`src/rtl/fetch_pkg.sv`:
```
// Shared types and constants for the fetch-stage PC sequencer.
// Dual-issue fetch: two 4-byte slots per fetch group.
// No logic here; imported by fetch_pc_ctrl and redirect_arb.
package fetch_pkg;

    typedef enum logic [1:0] {
        BOOT  = 2'd0,
        RUN   = 2'd1,
        STALL = 2'd2,
        REDIR = 2'd3
    } fetch_state_e;

    typedef enum logic [1:0] {
        SRC_NONE = 2'd0,
        SRC_JAL  = 2'd1,
        SRC_JALR = 2'd2
    } redir_src_e;

    localparam int FETCH_WIDTH = 2;
    localparam int INSTR_BYTES = 4;

endpackage

```
`src/rtl/fetch_pc_ctrl_redirect_arb.sv`:
```
// Priority select of redirect source (execute JALR/branch over decode JAL).
// Latency: purely combinational, zero cycles.
// Backpressure: none; busy is handled by the caller's FSM.
module redirect_arb
    import fetch_pkg::*;
#(
    parameter int XLEN = 32
) (
    input  logic            jal,
    input  logic [XLEN-1:0] jal_addr,
    input  logic            jalr_jcond,
    input  logic [XLEN-1:0] jalr_jcond_addr,
    output redir_src_e      src,
    output logic [XLEN-1:0] target,
    output logic            misalign
);

    logic [XLEN-1:0] raw_target;

    always_comb begin
        src        = SRC_NONE;
        raw_target = '0;
        // The older instruction (execute stage) wins; a coincident JAL is on the wrong path.
        if (jalr_jcond) begin
            src        = SRC_JALR;
            raw_target = jalr_jcond_addr;
        end else if (jal) begin
            src        = SRC_JAL;
            raw_target = jal_addr;
        end
    end

    assign target   = {raw_target[XLEN-1:2], 2'b00};
    assign misalign = (src != SRC_NONE) && (raw_target[1:0] != 2'b00);

endmodule

```
`src/rtl/fetch_pc_ctrl.sv`:
```
// Next-PC sequencer for dual-issue fetch; optional counters under FETCH_PERF_CNT_EN.
// Latency: redirect -> valid fetch at target in 2 cycles; busy drop -> valid fetch in 1 cycle.
// Backpressure: busy holds fetch_pc (STALL); slots shown while busy are re-presented later.
module fetch_pc_ctrl
    import fetch_pkg::*;
#(
    parameter logic [31:0] RESET_PC = 32'h0000_0000,
    parameter int          XLEN     = 32
) (
    input  logic            clk,
    input  logic            rst,
    input  logic            jal,
    input  logic [XLEN-1:0] jal_addr,
    input  logic            jalr_jcond,
    input  logic [XLEN-1:0] jalr_jcond_addr,
    input  logic            busy,
    output logic [XLEN-1:0] fetch_pc,
    output logic [1:0]      fetch_valid,
    output logic            flush_decode,
    output logic            flush_issue,
`ifdef FETCH_PERF_CNT_EN
    output logic [31:0]     redirect_cnt,
    output logic [31:0]     stall_cnt,
`endif
    output logic            misalign
);

    localparam logic [XLEN-1:0] STEP_ONE  = XLEN'(INSTR_BYTES);
    localparam logic [XLEN-1:0] STEP_FULL = XLEN'(FETCH_WIDTH * INSTR_BYTES);

    fetch_state_e    state, state_nxt;
    logic [XLEN-1:0] pc_nxt;
    logic            flush_decode_nxt, flush_issue_nxt, misalign_nxt;

    redir_src_e      redir_src;
    logic [XLEN-1:0] redir_target;
    logic            redir_misalign;
    logic            redir_take;

    redirect_arb #(.XLEN(XLEN)) u_redirect_arb (
        .jal             (jal),
        .jal_addr        (jal_addr),
        .jalr_jcond      (jalr_jcond),
        .jalr_jcond_addr (jalr_jcond_addr),
        .src             (redir_src),
        .target          (redir_target),
        .misalign        (redir_misalign)
    );

    assign redir_take = (redir_src != SRC_NONE);

    always_ff @(posedge clk) begin
        if (rst) begin
            state        <= BOOT;
            fetch_pc     <= XLEN'(RESET_PC);
            flush_decode <= 1'b0;
            flush_issue  <= 1'b0;
            misalign     <= 1'b0;
        end else begin
            state        <= state_nxt;
            fetch_pc     <= pc_nxt;
            flush_decode <= flush_decode_nxt;
            flush_issue  <= flush_issue_nxt;
            misalign     <= misalign_nxt;
        end
    end

    always_comb begin
        state_nxt        = state;
        pc_nxt           = fetch_pc;
        flush_decode_nxt = 1'b0;
        flush_issue_nxt  = 1'b0;
        misalign_nxt     = 1'b0;
        if (redir_take) begin
            state_nxt        = REDIR;
            pc_nxt           = redir_target;
            flush_decode_nxt = 1'b1;
            flush_issue_nxt  = (redir_src == SRC_JALR);
            misalign_nxt     = redir_misalign;
        end else begin
            unique case (state)
                BOOT:  state_nxt = RUN;
                RUN: begin
                    if (busy) begin
                        state_nxt = STALL;
                    end else begin
                        // A group starting at pc[2]=1 only carries one slot, so realign to 8 bytes.
                        pc_nxt = fetch_pc + (fetch_pc[2] ? STEP_ONE : STEP_FULL);
                    end
                end
                STALL: state_nxt = busy ? STALL : RUN;
                REDIR: state_nxt = busy ? STALL : RUN;
                default: state_nxt = BOOT;
            endcase
        end
    end

    assign fetch_valid = (state == RUN) ? {~fetch_pc[2], 1'b1} : 2'b00;

`ifdef FETCH_PERF_CNT_EN
    always_ff @(posedge clk) begin
        if (rst) begin
            redirect_cnt <= '0;
            stall_cnt    <= '0;
        end else begin
            if (redir_take && (redirect_cnt != 32'hFFFF_FFFF)) begin
                redirect_cnt <= redirect_cnt + 32'd1;
            end
            if ((state == STALL) && (stall_cnt != 32'hFFFF_FFFF)) begin
                stall_cnt <= stall_cnt + 32'd1;
            end
        end
    end
`endif

endmodule

```
`config.mk`:
```
export PLATFORM = sky130hd
export DESIGN_NAME = fetch_pc_ctrl
export DESIGN_NICKNAME = d
export VERILOG_FILES = /design/src/rtl/fetch_pkg.sv /design/src/rtl/fetch_pc_ctrl_redirect_arb.sv /design/src/rtl/fetch_pc_ctrl.sv
export SDC_FILE = /design/constraint.sdc
export NUM_CORES = 1
export LEC_CHECK = 0
export CAP_MARGIN = 20
export CORE_MARGIN = 5
export CORE_UTILIZATION = 38
export DETAILED_ROUTE_END_ITERATION = 8
export PLACE_DENSITY = 0.77
export SYNTH_ARGS = -nofsm -noshare
export SYNTH_HDL_FRONTEND = slang
export SYNTH_SLANG_ARGS = --single-unit
```
`constraint.sdc`:
```
create_clock -name clk -period 2.1 [get_ports clk]
set_input_delay 0.42 -clock clk [delete_from_list [all_inputs] [get_ports clk]]
set_output_delay 0.42 -clock clk [all_outputs]
set_load 0.01 [all_outputs]
```
==> flow_summary.toml, run 1 <==
[outcome]
status = "complete, no violations"

[power_and_ir_drop]
ir_drop_v = 0.000266
power.density_mw_per_mm2 = 482
static-leakage-power_nw = 1.35

[finish]
area_growth_syn_to_layout_pct = 58.8
num-nets-final = 489
final_util_pct = 62.4
diodes = 0
mostFrequentLayoutCell = "clkdlybuf4s50_1"
layout_common_cells = "clkdlybuf4s50_1, buf_4, dfxtp_1"
drive_gt1_share_pct = 15.0
nFillCells = 519

[routing]
drcViolationCount = 0
wl_mm = 8.62
via_per_inst = 5.91
vias = 2921
ant_nets = 0
dr.pass1.iters = 5
wl_per_cell_um = 17.4
drtIter0Drc = 199

[place]
port_buffers = 103
dp_hpwl_mm = 6.62
place.gp.congestion = 0.857

[clocking]
tritoncts = "yes"
cts_root_buf = "clkbuf_8"
clock_latency_ns = 0.30
holdBufCountCts = 0
path_clk_slew_ns = 0.07
numCtsBuffers = 5
h-tree-depth = 2
clock_sinks = 35
clock_path_buffers = 2

[yosys]
synth_enable_flop_cells = 0
synth_cell_types = 62
async_flop_share_pct = 0
synth_cells = 293
yosysWarnings = 0
synthFlopType = "dfxtp_1"
yosysTopAreaCellShare_pct = 29.8
syn_avg_cell_area_sq_um = 8.04
synthTopCellsByArea = "dfxtp_1, a22oi_1, a21oi_1, a211oi_1, o21ai_0"
synth_top_area_cell = "dfxtp_1"
syn_area_sq_mm = 0.00235
seq_area_frac_synth_pct = 29.8
yosys_register_bits = 35

[timing]
hold_ws_ns = 0.544
finalSetupViolations = 0
period_minus_slack_ns = 2.00
max_freq_ghz = 0.501
final_max_slew_viol_count = 0
finalCritPeriodShare_pct = 95.1
hold_violations = 0
tns_ns = 0
rsz0062_at_grt = "yes"
skew_ns = 0.0101

[floorplanning]
coreArea_sq_mm = 0.00599
fp.dieH_um = 88.7
top_level_ports = 106
dieWidth_um = 88.7
rows = 28
initial_core_util_pct = 39.3
fp.dieArea_sq_mm = 0.00787

[worst_hold_path]
hp-class = "flip-flop to flip-flop"

[critical_path]
cp_slowest_cell = "or4_1"
critical_path_required_ns = 2.32
worst-endpoint-arrival_ns = 2.21
cp_slowest_stage_delay_ns = 0.49
cp-end-kind = "flip-flop"
cp_cell_sequence = "inv_2, ha_4, a21oi_4, buf_6, nor4_4, nand4_1, or4_1, o211ai_1"
start_kind = "flip-flop"
path_class = "flip-flop to flip-flop"
critPathMaxFanout = 5

[global_route]
antenna_found_initial = 0
grt_pass1_vias = 2757
grt-ovfl-total = 0
grt_pass1_wl_mm = 13.2
grt_max_degree = 35
grt_usage_pct = 21.5

[run]
max-cap-violations = 0
## kinds of logic after synthesis
logic type,synth area share (%)
adder cells (fa/ha/maj),1.06
flip-flops,29.8
multiplexers,0.425
XOR/XNOR,1.49
AO/OA/AOI/OAI,33.8
buffers and inverters,8.66
AND/OR/NAND/NOR,24.7
other,0.159
## critical path: cells and delay by family, from the launching register on
family | cells | cell delay, ns
DFF | 1 | 0.34
buffers and inverters | 2 | 0.17
and+or+nand+nor | 3 | 0.99
adders and majority gates | 1 | 0.27
AOI/OAI and AO/OA | 2 | 0.15
## final timing paths
path | start | end | slack (ns) | cells after the start
worst max-delay path | fetch_pc[2]$_SDFFE_PP0P_ | fetch_pc[27]$_SDFFE_PP0P_ | 0.10 | 8
worst min-delay path | fetch_pc[23]$_SDFFE_PP0P_ | fetch_pc[23]$_SDFFE_PP0P_ | 0.54 | 2
worst max register to register | fetch_pc[2]$_SDFFE_PP0P_ | fetch_pc[27]$_SDFFE_PP0P_ | 0.10 | 8
worst min register to register | fetch_pc[23]$_SDFFE_PP0P_ | fetch_pc[23]$_SDFFE_PP0P_ | 0.54 | 2
## power by group
group | switching [W] | internal [W] | leakage [nW]
Clock | 0.000249 | 0.000233 | 0.0422
Combinational | 0.000239 | 0.000331 | 1.02
Sequential | 0.0000461 | 0.000706 | 0.289
## per-stage QoR
stage	setup WS, ns	cell area, sq um	std cells	power (W)
after floorplan	0.00990	2360	294	0.00100
after global placement	-0.0566	3620	485	0.00130
after detailed placement	-0.106	3620	485	0.00132
after CTS	0.0395	3710	493	0.00179
after global routing	-0.0163	3740	494	0.00190
final	0.104	3740	494	0.00180
## synthesized netlist by cell type (all sizes together) (2+ instances only)
| library cell | instances |
|---|---|
| o21ai | 17 |
| a221oi | 2 |
| nand2 | 21 |
| xnor2 | 2 |
| ha | 2 |
| inv | 7 |
| xor2 | 2 |
| a41oi | 2 |
| and2 | 2 |
| a222oi | 6 |
| nand3 | 10 |
| a211oi | 13 |
| nor2 | 20 |
| a31o | 2 |
| a21oi | 25 |
| a22oi | 19 |
| nor3 | 13 |
| nor4 | 4 |
| buf | 11 |
| and3 | 4 |
| a22o | 3 |
| o22ai | 3 |
| nor2b | 4 |
| dfxtp | 35 |
| and4 | 3 |
| nand4 | 14 |
| a21boi | 2 |
| o31ai | 5 |
| o211ai | 6 |
| or4 | 3 |
| nand2b | 2 |
| clkbuf | 13 |
## flip-flops by register name (all words and copies together) (netlist names)
register      cells
fetch_pc         30
state             2
flush_decode      1
flush_issue       1
misalign          1
## timing repair
item	in CTS	in global routing
setup endpoints to repair	1	5
gates cloned	0	0
buffers inserted	0	1
resized for setup	1	4
pin swaps	0	5
## final cells by class
cell class	instances	area, sq um	area share (%)
Timing Repair Buffer	142	1350	36.2
Tap cell	75	93.8	2.51
Clock inverter	1	5.00	0.134
Sequential cell	35	702	18.8
Clock buffer	7	76.3	2.04
Inverter	8	30.0	0.803
Multi-Input combinational cell	226	1480	39.6
## routing by layer
metal | wire length, um | vias up | global-route usage [%] | share of wire (%)
li1 | - | 1389 | - | -
met1 | 3390 | 1378 | 26.1 | 39
met2 | 4260 | 136 | 37.0 | 49
met3 | 777 | 18 | 4.66 | 9.0
met4 | 188 | 0 | 8.24 | 2.2
met5 | 0 | - | 0 | 0
(Power assumes the default switching activity.)
==> inputs of run 2 (changes only) <==
Settings changed: GPL_ROUTABILITY_DRIVEN from default to 0, SYNTH_HIERARCHICAL from default to 1.
==> flow_summary.toml, run 2 <==
[yosys]
synth_top_area_cell = "dfxtp_1"
async_flop_share_pct = 0
yosysWarnings = 6
syn_avg_cell_area_sq_um = 8.30
synthFlopType = "dfxtp_1"
synth.most_common_cell = "dfxtp_1"
synth_cells = 279
syn_area_sq_mm = 0.00232
yosysTopAreaCellShare_pct = 32.0
seq_area_frac_synth_pct = 32.0
synth_enable_flop_cells = 0
synth_cell_types = 44
synthTopCellsByArea = "dfxtp_1, a22o_1, a211oi_1, xor2_1, nor2_1"
yosys_register_bits = 37
ys_top_cells_by_count = "dfxtp_1, nor2_1, a22o_1"

[power_and_ir_drop]
static-leakage-power_nw = 1.38
power.total_w = 0.00190
power.density_mw_per_mm2 = 518
ir_drop_v = 0.000275

[timing]
finalCritPeriodShare_pct = 93.5
period_minus_slack_ns = 1.96
final_max_slew_viol_count = 0
finalSetupViolations = 0
hold_violations = 0
skew_ns = 0.00695
hold_ws_ns = 0.451
rsz0062_at_grt = "no"
fin_ws_ns = 0.136
max_freq_ghz = 0.509

[finish]
top_regs = "fetch_pc: 32 flops, state: 2 flops"
final_area_sq_mm = 0.00367
final_util_pct = 62.0
layout_common_cells = "clkdlybuf4s50_1, dfxtp_1, nor2_1"
nFillCells = 522
drive_gt1_share_pct = 13.3
largest_register = "fetch_pc"
area_growth_syn_to_layout_pct = 58.6
diodes = 0
mostFrequentLayoutCell = "clkdlybuf4s50_1"
largest_register_ffs = 32
num-nets-final = 468

[clocking]
tritoncts = "yes"
path_clk_slew_ns = 0.08
clock_latency_ns = 0.29
numCtsBuffers = 5
holdBufCountCts = 0
clock_path_buffers = 2
clock_sinks = 37
cts_root_buf = "clkbuf_8"
h-tree-depth = 2

[critical_path]
start_kind = "primary input"
path_buf_inv = 1
reg2regPathDepth = 5
path_class = "primary input to flip-flop"
worst-endpoint-arrival_ns = 2.20
critPathMaxFanout = 4
cp_slowest_cell = "or3_2"
critical_path_required_ns = 2.34
crit_cells = 6
cp-end-kind = "flip-flop"
cp_cell_sequence = "clkdlybuf4s50_1, nor2b_4, or2_2, or3_2, nor3_1, a211o_1"
cp_slowest_stage_delay_ns = 0.51
critical_path.top_delay_family = "simple AND/OR/NAND/NOR gates"

[routing]
via_per_inst = 5.34
dr.pass1.iters = 4
wl_per_cell_um = 15.4
drcViolationCount = 0
drtIter0Drc = 137
vias = 2526
wl_mm = 7.29
ant_nets = 0

[worst_hold_path]
hold_depth = 2
hp-class = "flip-flop to flip-flop"

[place]
port_buffers = 105
dp_hpwl_mm = 5.49
placed_area_sq_mm = 0.00354
place_ws_ns = -0.386

[floorplanning]
dieWidth_um = 88.1
fp.dieArea_sq_mm = 0.00776
rows = 28
initial_core_util_pct = 39.1
fp.dieH_um = 88.1
coreArea_sq_mm = 0.00592
top_level_ports = 106

[outcome]
status = "complete, no violations"

[global_route]
grt-ovfl-total = 0
grt_pass1_wl_mm = 11.5
grt_usage_pct = 18.7
antenna_found_initial = 0
grt_pass1_vias = 2476
grt_max_degree = 37

[run]
max-cap-violations = 0
-- run 2: cell count changes after synthesis, sizes merged, moves of 6 or more --
cell | previous run | this run
a22o | 3 | 28
a22oi | 19 | 0
xor2 | 2 | 19
a21oi | 25 | 9
nor2 | 20 | 35
a211oi | 13 | 23
o21ai | 17 | 7
nor3 | 13 | 4
a222oi | 6 | 0
-- run 2: worst paths after layout --
path,slack (ns),endpoint,start
setup / recovery,0.14,fetch_pc[28]$_SDFFE_PP0P_,jal
hold / removal,0.45,fetch_pc[1]$_SDFFE_PP0P_,fetch_pc[1]$_SDFFE_PP0P_
setup reg to reg,0.15,fetch_pc[29]$_SDFFE_PP0P_,fetch_pc[5]$_SDFFE_PP0P_
hold reg to reg,0.45,fetch_pc[1]$_SDFFE_PP0P_,fetch_pc[1]$_SDFFE_PP0P_
-- run 2: timing repair --
action | 4_1_cts | 5_1_grt
endpoints found under the setup margin | 6 | 11
buffers inserted | 0 | 0
pin swaps | 0 | 5
gates resized for setup | 2 | 4
-- run 2: power breakdown --
group | total, W | switching, W | internal, W
Clock | 0.000547 | 0.000251 | 0.000297
Combinational | 0.000536 | 0.000214 | 0.000322
Sequential | 0.000818 | 0.0000636 | 0.000755
Total | 0.00190 | 0.000528 | 0.00137
-- run 2: worst register-to-register path: cells and delay by family (launching register included) --
kind,cells,cell delay (ns)
AOI/OAI and AO/OA,1,0.22
and+or+nand+nor,3,1.09
DFF,1,0.45
xor gates and xnor gates,1,0.11
-- run 2: layout make-up --
type,instances,area (sq um),area share [%]
clock buffers,7,96.3,2.62
clock inverters,1,5.00,0.136
inverters,3,11.3,0.307
multi-input cells,217,1470,40.0
flip-flops and latches,37,741,20.2
well taps,75,93.8,2.55
repair buffers,133,1260,34.3
-- run 2: cells by family after synthesis --
logic type	count (synthesis)	share of synthesized area [%]
other	1	0.162
and+or+nand+nor	112	26.5
DFF	37	32.0
xor gates and xnor gates	26	9.83
muxes	1	0.432
buffers and inverters	26	6.21
adders and majority gates	2	1.08
AOI/OAI and AO/OA	74	23.8
-- run 2: stage by stage --
stage / instances / setup TNS (ns)
floorplan: 280 / 0
global placement: 465 / -5.12
detailed placement: 465 / -6.18
CTS: 473 / -0.0131
global route: 473 / 0
finish: 473 / 0
-- run 2: layer usage --
metal	up-vias	global-route usage [%]	wire (um)
met5	-	0	0
met4	0	4.81	123
met3	10	4.70	628
met2	92	31.8	3450
met1	1169	23.7	3090
li1	1255	-	-
